$ cat src/rtl/imem_program_loader.sv
// imem_program_loader
// Takes assembled 32-bit words from the serial-bit path and writes them into
// instruction memory starting at word address 0. The core is held in reset
// until the program has been closed with END_WORD.
// Optional build macro: LOADER_CHECKSUM_EN adds a CHECK state. In that state
// the word that follows END_WORD must equal the 32-bit running sum of all
// written words.
module imem_program_loader #(
    parameter int          ADDR_WIDTH = 10,
    parameter int          MAX_WORDS  = 1024,
    parameter logic [31:0] END_WORD   = 32'hFFFF_FFFF
) (
    input  logic                  clk,
    input  logic                  rst,
    input  logic                  start,
    input  logic [31:0]           word_in,
    input  logic                  word_valid,
    output logic                  imem_we,
    output logic [ADDR_WIDTH-1:0] imem_addr,
    output logic [31:0]           imem_wdata,
    output logic                  cpu_hold,
    output logic                  load_done,
    output logic                  load_error,
    output logic [ADDR_WIDTH:0]   word_count
);

    // word_count is one bit wider than the address, so the value MAX_WORDS
    // itself can be represented when the memory is full.
    localparam logic [ADDR_WIDTH:0] MAX_CNT = (ADDR_WIDTH+1)'(MAX_WORDS);
    localparam logic [ADDR_WIDTH:0] CNT_ONE = (ADDR_WIDTH+1)'(1);

`ifdef LOADER_CHECKSUM_EN
    typedef enum logic [2:0] {
        IDLE  = 3'd0,
        LOAD  = 3'd1,
        DONE  = 3'd2,
        ERROR = 3'd3,
        CHECK = 3'd4
    } state_t;
`else
    typedef enum logic [2:0] {
        IDLE  = 3'd0,
        LOAD  = 3'd1,
        DONE  = 3'd2,
        ERROR = 3'd3
    } state_t;
`endif

    state_t                state_q,      state_d;
    logic                  imem_we_q,    imem_we_d;
    logic [ADDR_WIDTH-1:0] imem_addr_q,  imem_addr_d;
    logic [31:0]           imem_wdata_q, imem_wdata_d;
    logic [ADDR_WIDTH:0]   word_count_q, word_count_d;
    logic                  load_done_q,  load_done_d;
    logic                  load_error_q, load_error_d;
    logic                  cpu_hold_q,   cpu_hold_d;
`ifdef LOADER_CHECKSUM_EN
    logic [31:0]           sum_q,        sum_d;
`endif

    logic is_end_word;
    logic room_left;

    assign is_end_word = (word_in == END_WORD);
    assign room_left   = (word_count_q < MAX_CNT);

    // Next-state and next-output logic; every output is computed here and registered.
    always_comb begin
        state_d      = state_q;
        imem_we_d    = 1'b0;
        imem_addr_d  = imem_addr_q;
        imem_wdata_d = imem_wdata_q;
        word_count_d = word_count_q;
        load_done_d  = load_done_q;
        load_error_d = load_error_q;
        cpu_hold_d   = cpu_hold_q;
`ifdef LOADER_CHECKSUM_EN
        sum_d        = sum_q;
`endif

        case (state_q)
            // A strobe that arrives in the same cycle as start is dropped.
            // The session only opens at the start edge.
            IDLE: begin
                if (start) begin
                    state_d      = LOAD;
                    word_count_d = '0;
                    load_done_d  = 1'b0;
                    load_error_d = 1'b0;
                    cpu_hold_d   = 1'b1;
`ifdef LOADER_CHECKSUM_EN
                    sum_d        = '0;
`endif
                end
            end

            LOAD: begin
                if (word_valid) begin
                    if (is_end_word) begin
`ifdef LOADER_CHECKSUM_EN
                        state_d     = CHECK;
`else
                        state_d     = DONE;
                        load_done_d = 1'b1;
                        cpu_hold_d  = 1'b0;
`endif
                    end else if (room_left) begin
                        imem_we_d    = 1'b1;
                        imem_addr_d  = word_count_q[ADDR_WIDTH-1:0];
                        imem_wdata_d = word_in;
                        word_count_d = word_count_q + CNT_ONE;
`ifdef LOADER_CHECKSUM_EN
                        sum_d        = sum_q + word_in;
`endif
                    end else begin
                        // The memory is already full, so the extra word is dropped and flagged.
                        state_d      = ERROR;
                        load_error_d = 1'b1;
                    end
                end
            end

`ifdef LOADER_CHECKSUM_EN
            // The checksum word is compared here and is not written to memory.
            CHECK: begin
                if (word_valid) begin
                    if (word_in == sum_q) begin
                        state_d     = DONE;
                        load_done_d = 1'b1;
                        cpu_hold_d  = 1'b0;
                    end else begin
                        state_d      = ERROR;
                        load_error_d = 1'b1;
                    end
                end
            end
`endif

            DONE, ERROR: begin
                if (start) begin
                    state_d      = LOAD;
                    word_count_d = '0;
                    load_done_d  = 1'b0;
                    load_error_d = 1'b0;
                    cpu_hold_d   = 1'b1;
`ifdef LOADER_CHECKSUM_EN
                    sum_d        = '0;
`endif
                end
            end

            default: begin
                state_d    = IDLE;
                cpu_hold_d = 1'b1;
            end
        endcase
    end

    // State and output registers. Reset is synchronous and active low.
    always_ff @(posedge clk) begin
        if (!rst) begin
            state_q      <= IDLE;
            imem_we_q    <= 1'b0;
            imem_addr_q  <= '0;
            imem_wdata_q <= '0;
            word_count_q <= '0;
            load_done_q  <= 1'b0;
            load_error_q <= 1'b0;
            cpu_hold_q   <= 1'b1;
`ifdef LOADER_CHECKSUM_EN
            sum_q        <= '0;
`endif
        end else begin
            state_q      <= state_d;
            imem_we_q    <= imem_we_d;
            imem_addr_q  <= imem_addr_d;
            imem_wdata_q <= imem_wdata_d;
            word_count_q <= word_count_d;
            load_done_q  <= load_done_d;
            load_error_q <= load_error_d;
            cpu_hold_q   <= cpu_hold_d;
`ifdef LOADER_CHECKSUM_EN
            sum_q        <= sum_d;
`endif
        end
    end

    assign imem_we    = imem_we_q;
    assign imem_addr  = imem_addr_q;
    assign imem_wdata = imem_wdata_q;
    assign word_count = word_count_q;
    assign load_done  = load_done_q;
    assign load_error = load_error_q;
    assign cpu_hold   = cpu_hold_q;

endmodule

$ cat config.mk
export PLATFORM = sky130hd
export DESIGN_NAME = imem_program_loader
export DESIGN_NICKNAME = d
export VERILOG_FILES = /design/src/rtl/imem_program_loader.sv
export SDC_FILE = /design/constraint.sdc
export NUM_CORES = 1
export LEC_CHECK = 0
export ABC_AREA = 1
export CAP_MARGIN = 20
export CORE_MARGIN = 2
export CORE_UTILIZATION = 41
export DETAILED_ROUTE_END_ITERATION = 10
export PLACE_DENSITY = 0.76
export SYNTH_ARGS = -nofsm -noshare
export SYNTH_HDL_FRONTEND = slang
export SYNTH_SLANG_ARGS = --single-unit
$ cat constraint.sdc
create_clock -name clk -period 1.3 [get_ports clk]
set_input_delay 0.26 -clock clk [delete_from_list [all_inputs] [get_ports clk]]
set_output_delay 0.26 -clock clk [all_outputs]
set_load 0.005 [all_outputs]
Word level (Yosys, flattened, before mapping)
Cells that the tools add are included.
Widths: inputs -> output; s select.
{ "classes": {"add_sub_neg": 1, "order_cmp": 1, "n_eq_ne": 11, "mux": 23, "bitwise_logic": 4, "n_reduce_logical": 10} }
{ "ops": {"columns": ["op", "count"], "rows": [
  ["$mux 11", 4],
  ["$eq 32x32->1 const B", 1],
  ["$pmux 11 s2", 1],
  ["$mux 3", 4],
  ["$add 11x1->11 const B", 1],
  ["$lt 11x11->1 const B", 1],
  ["$mux 1", 10],
  ["$ne 2x2->1 const B", 5],
  ["$reduce_and 5->1", 2],
  ["$reduce_and 4->1", 2],
  ["$eq 3x2->1 const B", 2],
  ["$pmux 1 s2", 3],
  ["$pmux 3 s2", 1],
  ["$reduce_and 3->1", 2],
  ["$not 1->1", 4],
  ["$reduce_or 4->1", 1],
  ["$eq 3x1->1 const B", 1],
  ["$logic_not 3->1", 1],
  ["$ne 3x3->1 const B", 1],
  ["$reduce_or 3->1", 1],
  ["$ne 2x1->1 const B", 1],
  ["$reduce_bool 2->1", 1]
]} }
{ "totals": {"register_bits": 60, "input_bits": 36, "output_inout_bits": 57} }

Longest topological paths before layout
Gate-level depths: netlist of the first run.
{ "depth": {"ltp_word": 5, "ltp_mapped": 10, "depth_no_buf": 10} }

Worst setup path before layout of the first run
No wires, ideal clock.
{ "synth_path": {"kind": "register to register", "from": "register word_count_q[0] (netlist: word_count[0])", "to": "register word_count_q[8] (netlist: word_count[8])", "t_arrival_ns": 1.315, "setup_slack_ns": -0.088, "stages_incl_launch_ff": 10, "n_path_buf": 0, "synth_period_minus_slack_ns": 1.388, "path_cell_list": "dfxtp_1 > ha_1 > nand2_1 > nor2_1 > nand2_1 > nand2_1 > nand2_1 > nor2_1 > nand3_1 > a21oi_1"} }
{ "synth_between": {"elab_chain_cells": 5, "elab_cells_between_ends": 8, "classes_between": "add/sub (1); order compare (1); eq/ne (1); mux (4); reduce/logical (1)"} }
{ "synth_rtl": {"columns": ["item", "line", "text"], "rows": [
  ["from (decl)", "53", "logic [ADDR_WIDTH:0] word_count_q, word_count_d;"],
  ["from (signal assigned)", "178", "word_count_q <= word_count_d;"],
  ["$add 11x1->11", "111", "word_count_d = word_count_q + CNT_ONE;"],
  ["$mux 11", "107", "end else if (room_left) begin"],
  ["$mux 11", "99", "if (is_end_word) begin"],
  ["$mux 11", "98", "if (word_valid) begin"],
  ["$pmux 11 s2", "81", "case (state_q)"]
]} }
Parallel ways exist; a longest one is shown, timed or not. The select of a mux whose other input is x is not followed.
A chain may end at the register's enable or synchronous reset.

Worst setup path after layout of the first run
{ "layout_path": {"from": "register word_count_q[7] (netlist: word_count[7])", "to": "register word_count_q[10] (netlist: word_count[10])"} }
Same word-level chain as after synthesis.

==> metrics.yaml, run 1 <==
outcome: "finished with violations"
violations: "setup timing"
cts_buffers: 9
antenna_cells: 0
setup_violations: 43
rsz0062_at_grt: "yes"
initial_core_util: 0.428
ys_warn_count: 0
vias_per_cell: 5.29
p_int_uw: 3650
clkTransAtPathRegs_ns: 0.07
wire_per_inst_um: 17.8
synth.distinct_cells: 28
hold_depth: 3
clock-sinks: 59
power.leakage_uw: 0.00223
power_frac_comb: 0.251
reg2reg_setup_slack_ns: -0.17
cts-root-buf: "clkbuf_8"
hold-worst-slack_ns: 0.173
antenna_found_initial: 0
drcViolationCount: 0
die_y_um: 85.6
crit-reg2reg-capture: "word_count[10]"
fin_crit_ns: 1.47
core_area_um2: 6390
ys_seq_area_frac: 0.433
powerDensity_nw_per_um2: 1090
syn_area_um2: 2730
drt-total-wl_um: 10300
vias: 3062
hp-class: "in -> reg"
clockBufferDepth: 2
synth_top_cell_by_area: "dfxtp_1"
swShare: 0.291
tightest_slew_ns: 0.280
path_class: "reg -> reg"
dp_slack_ns: -0.603
fin_skew_ns: 0.00787
grt_pass1_wl_um: 13400
grt_remaining_overflow: 0
finalHoldViolations: 0
crit_path_start_kind: "flop"
critical_path_arrival_ns: 1.76
portBuffers: 92
grt_use_total: 0.232
synthTopCellsByArea: "dfxtp_1 (43%), nor2_2 (9.4%), nor2_1 (9.1%)"
syn_nets: 388
drv_slew: 0
die_w_um: 85.6
first_iter_violations: 201
rows: 29
hpwl_um: 5280
synth_top_area_frac: 0.433
syn_area_per_cell_um2: 7.78
vdd.ir_drop.worst_uv: 730
drive_above_1_share: 0.504
critPathRequiredTime_ns: 1.59
h-tree-depth: 3
ctsHoldBuffers: 0
seq_power_share: 0.396
synthToLayoutAreaGrowth_pct: 73.5
gp_congestion: 0.903
pin_count: 93
cts_tree: "yes"
max_slew_margin: 0.811
synthCells: 351
grt_max_degree: 28
fp.dieArea_um2: 7330
timing.rr.start: "word_count[7]"
p_sw_uw: 1500
clk_latency_ns: 0.35
grt_pass1_vias: 2834
fmax_mhz: 679
final.period_utilization: 1.13
setup_slack_ns: -0.173
cap_violations: 0
crit_fanout: 5
hold_end: "imem_wdata[20]"
hp-start: "word_in[20]"
ys_ff_latch: 59
first_pass_iters: 4
p_clk_frac: 0.353
drtAntennaViolNets: 0
nNetsFinal: 535
cp-end-kind: "flop"
rr_worst_depth: 7
## state kept, by name, indices dropped and copies added, names as in the netlist
register    cells
cpu_hold        1
state_q         2
imem_wdata     32
load_done       1
word_count     11
imem_addr      10
imem_we         1
load_error      1
## cells in the mapped netlist (all sizes together)
cell / instances
nor3: 1
clkbuf: 5
dfxtp: 59
nand3: 19
nor2: 111
buf: 10
xnor2: 1
inv: 17
ha: 1
clkinv: 1
o21ai: 45
nand4: 2
nand2: 66
xor2: 2
a21oi: 11
## what timing repair did
| item | 4_1_cts | 5_1_grt |
|---|---|---|
| pin swaps | 37 | 48 |
| setup buffers | 10 | 7 |
| gates cloned | 3 | 9 |
| resized for setup | 168 | 168 |
| setup endpoints to repair | 116 | 58 |
## layout make-up
class,count,area [um^2]
clock buffers,14,183
clock inverters,1,30.0
fillers,383,1650
inverters,18,93.8
multi-input cells,261,1690
flip-flops and latches,59,1220
well taps,77,96.3
repair buffers,144,1310
repair inverters,5,109
## placed cells by master, fill, tap and decap left out, types with 13 or more instances in the layout
cell type / instances
dfxtp_1: 32
buf_4: 32
dfxtp_2: 23
nor2_1: 52
dlygate4sd2_1: 53
clkbuf_8: 13
nor2_2: 47
o21ai_2: 21
nand2_1: 43
o21ai_1: 18
clkbuf_2: 26
## power by group through the flow
stage | registers [uW] | clock network (uW) | logic [uW]
2_1_floorplan | 2080 | 0 | 496
3_3_place_gp | 2060 | 0 | 954
3_5_place_dp | 2070 | 0 | 973
4_1_cts | 2030 | 1810 | 1010
5_1_grt | 2050 | 1910 | 1380
6_report | 2040 | 1820 | 1290
## cells by family (layout without fill, tap and decap cells)
| group | Yosys count | count (layout) | share of synthesized area |
|---|---|---|---|
| simple gates | 199 | 201 | 0.360 |
| flops | 59 | 59 | 0.433 |
| compound gates | 56 | 56 | 0.107 |
| buf+inv | 33 | 182 | 0.0862 |
| xor+xnor | 3 | 3 | 0.00963 |
| fa+ha+maj | 1 | 1 | 0.00458 |
## metrics by stage
| stage | instance area (um^2) | instances | power, uW | setup TNS, ns | util |
|---|---|---|---|---|---|
| final | 4740 | 579 | 5150 | -1.82 | 0.742 |
| after global routing | 4740 | 579 | 5330 | -5.64 | 0.742 |
| after CTS | 4300 | 563 | 4850 | -0.626 | 0.673 |
| after detailed placement | 3860 | 535 | 3040 | -32.87 | 0.604 |
| after global placement | 3860 | 535 | 3020 | -30.80 | 0.604 |
| after floorplan | 2740 | 351 | 2570 | 0 | - |
## worst max-delay path, stage by stage (launching register included)
cell and delay (ns):
dfxtp_4 0.35, buf_4 0.16, nand2_1 0.07, nor2_1 0.21
nand3_1 0.16, o21ai_0 0.29, nand2_1 0.09, nand2_1 0.08
## metal layers
metal,vias up,GRT usage,part of all wire
li1,1420,-,-
met1,1459,0.283,0.41
met2,135,0.376,0.48
met3,48,0.0568,0.057
met4,0,0.127,0.050
met5,-,0,0
## worst max path at each step
stage,start,endpoint,cells past startpoint
after floorplan,word_count[1],word_count[8],9
after global placement,word_in[26],imem_addr[0],11
after detailed placement,word_in[28],imem_addr[0],11
after CTS,state_q[0],word_count[5],9
after global routing,word_count[7],word_count[10],7
final,word_count[7],word_count[10],7
Note: power is estimated with default switching activity, not from simulation.
==> run 2: changes to the inputs <==
CORE_UTILIZATION = 45   (was 41)
PLACE_DENSITY = 0.79   (was 0.76)
clock period = 1.45 ns   (was 1.3 ns; I/O delays follow)
==> run 2 against run 1 <==
Worst hold slack improved by 0.18 ns. Worst setup slack improved by 0.16 ns. Sequential power fell by 11%. Critical path depth up 3. Register-to-register slack improved by 0.16 ns. The run still ends with setup timing left.
==> metrics.yaml, run 2 (synthesized netlist as in run 1, its figures left out) <==
outcome: "finished with violations"
violations: "setup timing"
drtAntennaViolNets: 0  # unchanged
drcViolationCount: 0  # unchanged
grt_use_total: 0.230  # -0.00241
critPathBufInv: 1  # unchanged
rows: 28  # -3.4%
postLayoutCellArea_um2: 4170  # -12%
antenna_found_initial: 0  # unchanged
rsz0062_at_grt: "yes"
cts_buffers: 9  # unchanged
setup_tns_ns: -0.0150  # +1.80 ns
vias_per_cell: 4.99  # -5.7%
fin_crit_ns: 1.47  # -0.00768 ns
seq_power_share: 0.432  # +0.036
numPlacedInstances: 525  # -1.9%
cpPeakStageDelay_ns: 0.34  # about the same
grt_max_degree: 44  # +57%
critPathRequiredTime_ns: 1.71  # +0.12 ns
finalHoldViolations: 0  # unchanged
fin_skew_ns: 0.00513  # -0.00274 ns
grt_pass1_wl_um: 11700  # -13%
pin_count: 93  # unchanged
crit_slowest_cell: "dfxtp_2"
antenna_cells: 0  # unchanged
vias: 2753  # -10%
cap_violations: 0  # unchanged
initial_core_util: 0.464  # +0.0364
fmax_mhz: 683  # +0.52%
portBuffers: 92  # unchanged
vdd.ir_drop.worst_uv: 615  # -16%
path_cells: "buf_4, ha_2, nand2_2, nor2_4, nand2_1, nand2_1, nand2_1, nor2_2, nand3_2, a21oi_2"
path_class: "reg -> reg"
crit_top_cell: "nand2_1"
p_int_uw: 3060  # -16%
max_slew_margin: 0.841  # +0.0298
die_w_um: 81.9  # -4.3%
final_common_cell: "dlygate4sd2_1"
final_cell_mix: "dlygate4sd2_1 (87), nor2_1 (59), nand2_1 (57)"
power.leakage_uw: 0.00200  # -10%
total_power_uw: 4190  # -19%
core_area_um2: 5890  # -7.8%
power_frac_comb: 0.202  # -0.049
clock-sinks: 59  # unchanged
tightest_slew_ns: 0.238  # -0.0425 ns
h-tree-depth: 3  # unchanged
crit_path_start_kind: "flop"
dpl-instance-area_um2: 3790  # -1.8%
p_sw_uw: 1120  # -25%
grt_pass1_vias: 2483  # -12%
swShare: 0.269  # -0.0220
cp-end-kind: "flop"
crit_fanout: 3  # -2
fin_cells: 552  # -4.7%
hp-class: "in -> reg"
clockBufferDepth: 2  # unchanged
gp_congestion: 0.827  # -8.4%
first_iter_violations: 165  # -18%
crit_family: "simple AND/OR/NAND/NOR gates"
final.period_utilization: 1.01  # -0.122
drv_slew: 0  # unchanged
ctsHoldBuffers: 0  # unchanged
first_pass_iters: 4  # unchanged
cts_tree: "yes"
drt-total-wl_um: 7740  # -25%
die_y_um: 81.9  # -4.3%
powerDensity_nw_per_um2: 1000  # -7.6%
drive_above_1_share: 0.310  # -0.194
nNetsFinal: 511  # -4.5%
fp.dieArea_um2: 6710  # -8.5%
cts-root-buf: "clkbuf_8"
hpwl_um: 4820  # -8.6%
clk_latency_ns: 0.33  # -0.02 ns
grt_remaining_overflow: 0  # unchanged
clkTransAtPathRegs_ns: 0.07  # about the same
setup_violations: 1  # -98%
largest_reg_flops: 32  # unchanged
setup_slack_ns: -0.0150  # +0.158 ns
p_clk_frac: 0.366  # +0.013
critical_path_arrival_ns: 1.73  # -0.03 ns
synthToLayoutAreaGrowth_pct: 52.7
wire_per_inst_um: 14.0  # -21%
==> run 2: power by group through the flow <==
stage	Combinational (uW)	Clock (uW)	Sequential [uW]
2_1_floorplan	444	0	1860
3_3_place_gp	836	0	1850
3_5_place_dp	847	0	1850
4_1_cts	812	1540	1810
5_1_grt	929	1640	1820
6_report	844	1530	1810
==> run 2: path summary, 6_finish.rpt <==
kind                                    start             end  slack, ns  depth (start not counted)
worst max-delay path            word_count[0]   word_count[8]      -0.02                         10
worst min-delay path              word_in[28]  imem_wdata[28]       0.35                          3
worst max register to register  word_count[0]   word_count[8]      -0.02                         10
worst min register to register     load_error      load_error       0.46                          2
==> run 2: cell type report <==
| type | instances | area (um^2) |
|---|---|---|
| Inverter | 18 | 93.8 |
| Fill cell | 471 | 1720 |
| Clock inverter | 2 | 35.0 |
| Sequential cell | 59 | 1240 |
| Multi-Input combinational cell | 260 | 1380 |
| Timing Repair Buffer | 125 | 1150 |
| Tap cell | 75 | 93.8 |
| Clock buffer | 12 | 165 |
| Timing Repair inverter | 1 | 11.3 |
==> run 2: metrics by stage <==
stage                     hold slack, ns  utilization  worst slack (ns)
final                              0.352        0.708           -0.0150
after CTS                          0.347        0.697           0.00250
after global placement             0.441        0.643            -0.421
after floorplan                    0.435            -            0.0620
after detailed placement           0.443        0.643            -0.471
after global routing               0.367        0.708           -0.0916
==> run 2: routing by layer <==
| metal | track usage | part of all wire |
|---|---|---|
| met3 | 0.0538 | 0.060 |
| met4 | 0.0967 | 0.025 |
| met5 | 0 | 0 |
| met1 | 0.281 | 0.41 |
| met2 | 0.385 | 0.50 |
==> run 2: timing repair <==
| item | in CTS | in global routing |
|---|---|---|
| setup buffers | 9 | 1 |
| setup endpoints to repair | 114 | 10 |
| cloned | 2 | 1 |
| pin swaps | 22 | 1 |
| resized for setup | 142 | 14 |
==> run 2: worst register-to-register path, stage by stage, from the launching register on <==
cell     delay (ns)
dfxtp_2        0.34
buf_4          0.11
ha_2           0.21
nand2_2        0.08
nor2_4         0.11
nand2_1        0.07
nand2_1        0.07
nand2_1        0.07
nor2_2         0.11
nand3_2        0.10
a21oi_2        0.13
==> run 3: changes to the inputs <==
GPL_TIMING_DRIVEN = 0   (was unset)
==> run 3 against run 2 <==
The run now ends clean. Largest power group unchanged. Worst setup slack better by 0.050 ns. Clock power down 3%. Clock skew up 0.0016 ns. Fmax up 3.5%. Flip-flop and latch count unchanged. Critical endpoint is now word_count[7].
==> metrics.yaml, run 3 (synthesized netlist as in run 1, its figures left out) <==
outcome: "finished clean"
grt_pass1_wl_um: 11800  # +1.6%
top_layer: "met4"
power.leakage_uw: 0.00195  # -2.7%
cts_tree: "yes"
postLayoutCoreUtil: 0.706  # -0.00255
die_w_um: 81.9  # unchanged
cap_violations: 0  # unchanged
final_common_cell: "dlygate4sd2_1"
cts-root-buf: "clkbuf_8"
drv_slew: 0  # unchanged
drcViolationCount: 0  # unchanged
hp-class: "in -> reg"
nNetsFinal: 504  # -1.4%
antenna_found_initial: 0  # unchanged
dr_wl_met3_um: 504  # +8.9%
tightest_slew_ns: 0.474  # +0.237 ns
portBuffers: 92  # unchanged
grt_remaining_overflow: 0  # unchanged
hold-worst-slack_ns: 0.314  # -0.0378 ns
total_power_uw: 4170  # -0.48%
fin_crit_ns: 1.41  # -0.0502 ns
antenna_cells: 0  # unchanged
setup_violations: 0  # -1
core_area_um2: 5890  # unchanged
hpwl_um: 5110  # +6.1%
critPathRequiredTime_ns: 1.65  # -0.06 ns
gp_congestion: 0.792  # -4.3%
drt-total-wl_um: 7470  # -3.5%
setup_slack_ns: 0.0352  # +0.0502 ns
grt_use_total: 0.231  # +0.000922
path_class: "reg -> reg"
crit_path_start_kind: "flop"
critical_path_arrival_ns: 1.61  # -0.12 ns
wire_per_inst_um: 13.7  # -2.4%
wl_met2_um: 3670  # -5.2%
powerDensity_nw_per_um2: 1000  # -0.12%
die_y_um: 81.9  # unchanged
initial_core_util: 0.464  # unchanged
fin_skew_ns: 0.00669  # +0.00157 ns
dp_slack_ns: -0.502  # -0.0301 ns
grt_max_degree: 11  # -75%
met1_length_um: 3150  # -1.9%
drtAntennaViolNets: 0  # unchanged
cp-end-kind: "flop"
crit_fanout: 10  # +7
hold_depth: 3  # unchanged
largest_reg_flops: 32  # unchanged
first_pass_iters: 4  # unchanged
synthToLayoutAreaGrowth_pct: 52.2
cts_buffers: 9  # unchanged
h-tree-depth: 3  # unchanged
fp.dieArea_um2: 6710  # unchanged
rsz0062_at_grt: "yes"
fmax_mhz: 707  # +3.5%
nFillCells: 481  # +2.1%
pin_count: 93  # unchanged
clk_latency_ns: 0.33  # about the same
finalHoldViolations: 0  # unchanged
vias: 2685  # -2.5%
rr_worst_depth: 8  # -2
vdd.ir_drop.worst_uv: 635  # +3.4%
clock-sinks: 59  # unchanged
grt_pass1_vias: 2639  # +6.3%
clkTransAtPathRegs_ns: 0.06  # about the same
final_cell_mix: "dlygate4sd2_1 (74), nor2_1 (61), nand2_1 (58)"
final.period_utilization: 0.976  # -0.0346
max_slew_margin: 0.684  # -0.157
rows: 28  # unchanged
first_iter_violations: 83  # -50%
vias_per_cell: 4.92  # -1.4%
drive_above_1_share: 0.308  # -0.00242
clockBufferDepth: 2  # unchanged
==> run 3: cell count changes in the layout (fill, tap and decap cells not counted), moves of 8 or more <==
cell	previous run	this run
buf_4	22	7
clkdlybuf4s15_1	0	14
dlygate4sd2_1	87	74
o21ai_0	41	9
o21ai_1	3	27
o21ai_2	0	8
==> run 3: cell type report <==
cell class / instances / area, um^2 / share of cell area
multi-input cells: 259 / 1390 / 0.334
flip-flops and latches: 59 / 1240 / 0.298
repair buffers: 105 / 988 / 0.238
plain buffers: 15 / 170 / 0.0410
clock buffers: 13 / 159 / 0.0383
well taps: 75 / 93.8 / 0.0226
inverters: 18 / 80.1 / 0.0193
clock inverters: 2 / 35.0 / 0.00843
==> run 3: path summary, 6_finish.rpt <==
| kind | slack [ns] | end | startpoint |
|---|---|---|---|
| worst max register to register | 0.04 | word_count[7] | state_q[0] |
| worst max-delay path | 0.04 | word_count[7] | state_q[0] |
| worst min register to register | 0.45 | load_error | load_error |
| worst min-delay path | 0.31 | imem_wdata[13] | word_in[13] |
==> run 3: timing repair <==
action	CTS	global route
hold buffers	0	0
endpoints found under the setup margin	110	51
gates resized for setup	136	70
pin swaps	19	6
buffers inserted	7	3
cloned	2	1
==> run 3: worst max-delay path: stages (launching register included) <==
cell	delay, ns
dfxtp_2	0.32
inv_2	0.04
nor2_4	0.13
nand2_4	0.11
o21ai_4	0.25
nand2_2	0.11
buf_6	0.15
nand2_1	0.08
a21oi_1	0.08
==> run 3: stage by stage <==
| step | TNS (ns) | cells | instance area, um^2 |
|---|---|---|---|
| floorplan | 0 | 351 | 2730 |
| global placement | -25.72 | 518 | 3740 |
| detailed placement | -26.77 | 518 | 3740 |
| CTS | -0.00347 | 542 | 4000 |
| global route | -0.455 | 546 | 4150 |
| finish | 0 | 546 | 4150 |
==> run 3: report_power, final <==
| group | switching (uW) | internal [uW] | total, uW | leakage [uW] |
|---|---|---|---|---|
| Combinational | 426 | 445 | 871 | 0.00135 |
| Clock | 602 | 876 | 1480 | 0.0000995 |
| Sequential | 76.8 | 1740 | 1820 | 0.000497 |
| Total | 1110 | 3060 | 4170 | 0.00195 |
==> run 3: metal layers <==
metal / vias to the layer above / track usage
met3: 16 / 0.0396
met5: - / 0
met4: 0 / 0.118
met2: 90 / 0.396
met1: 1220 / 0.275
li1: 1359 / -
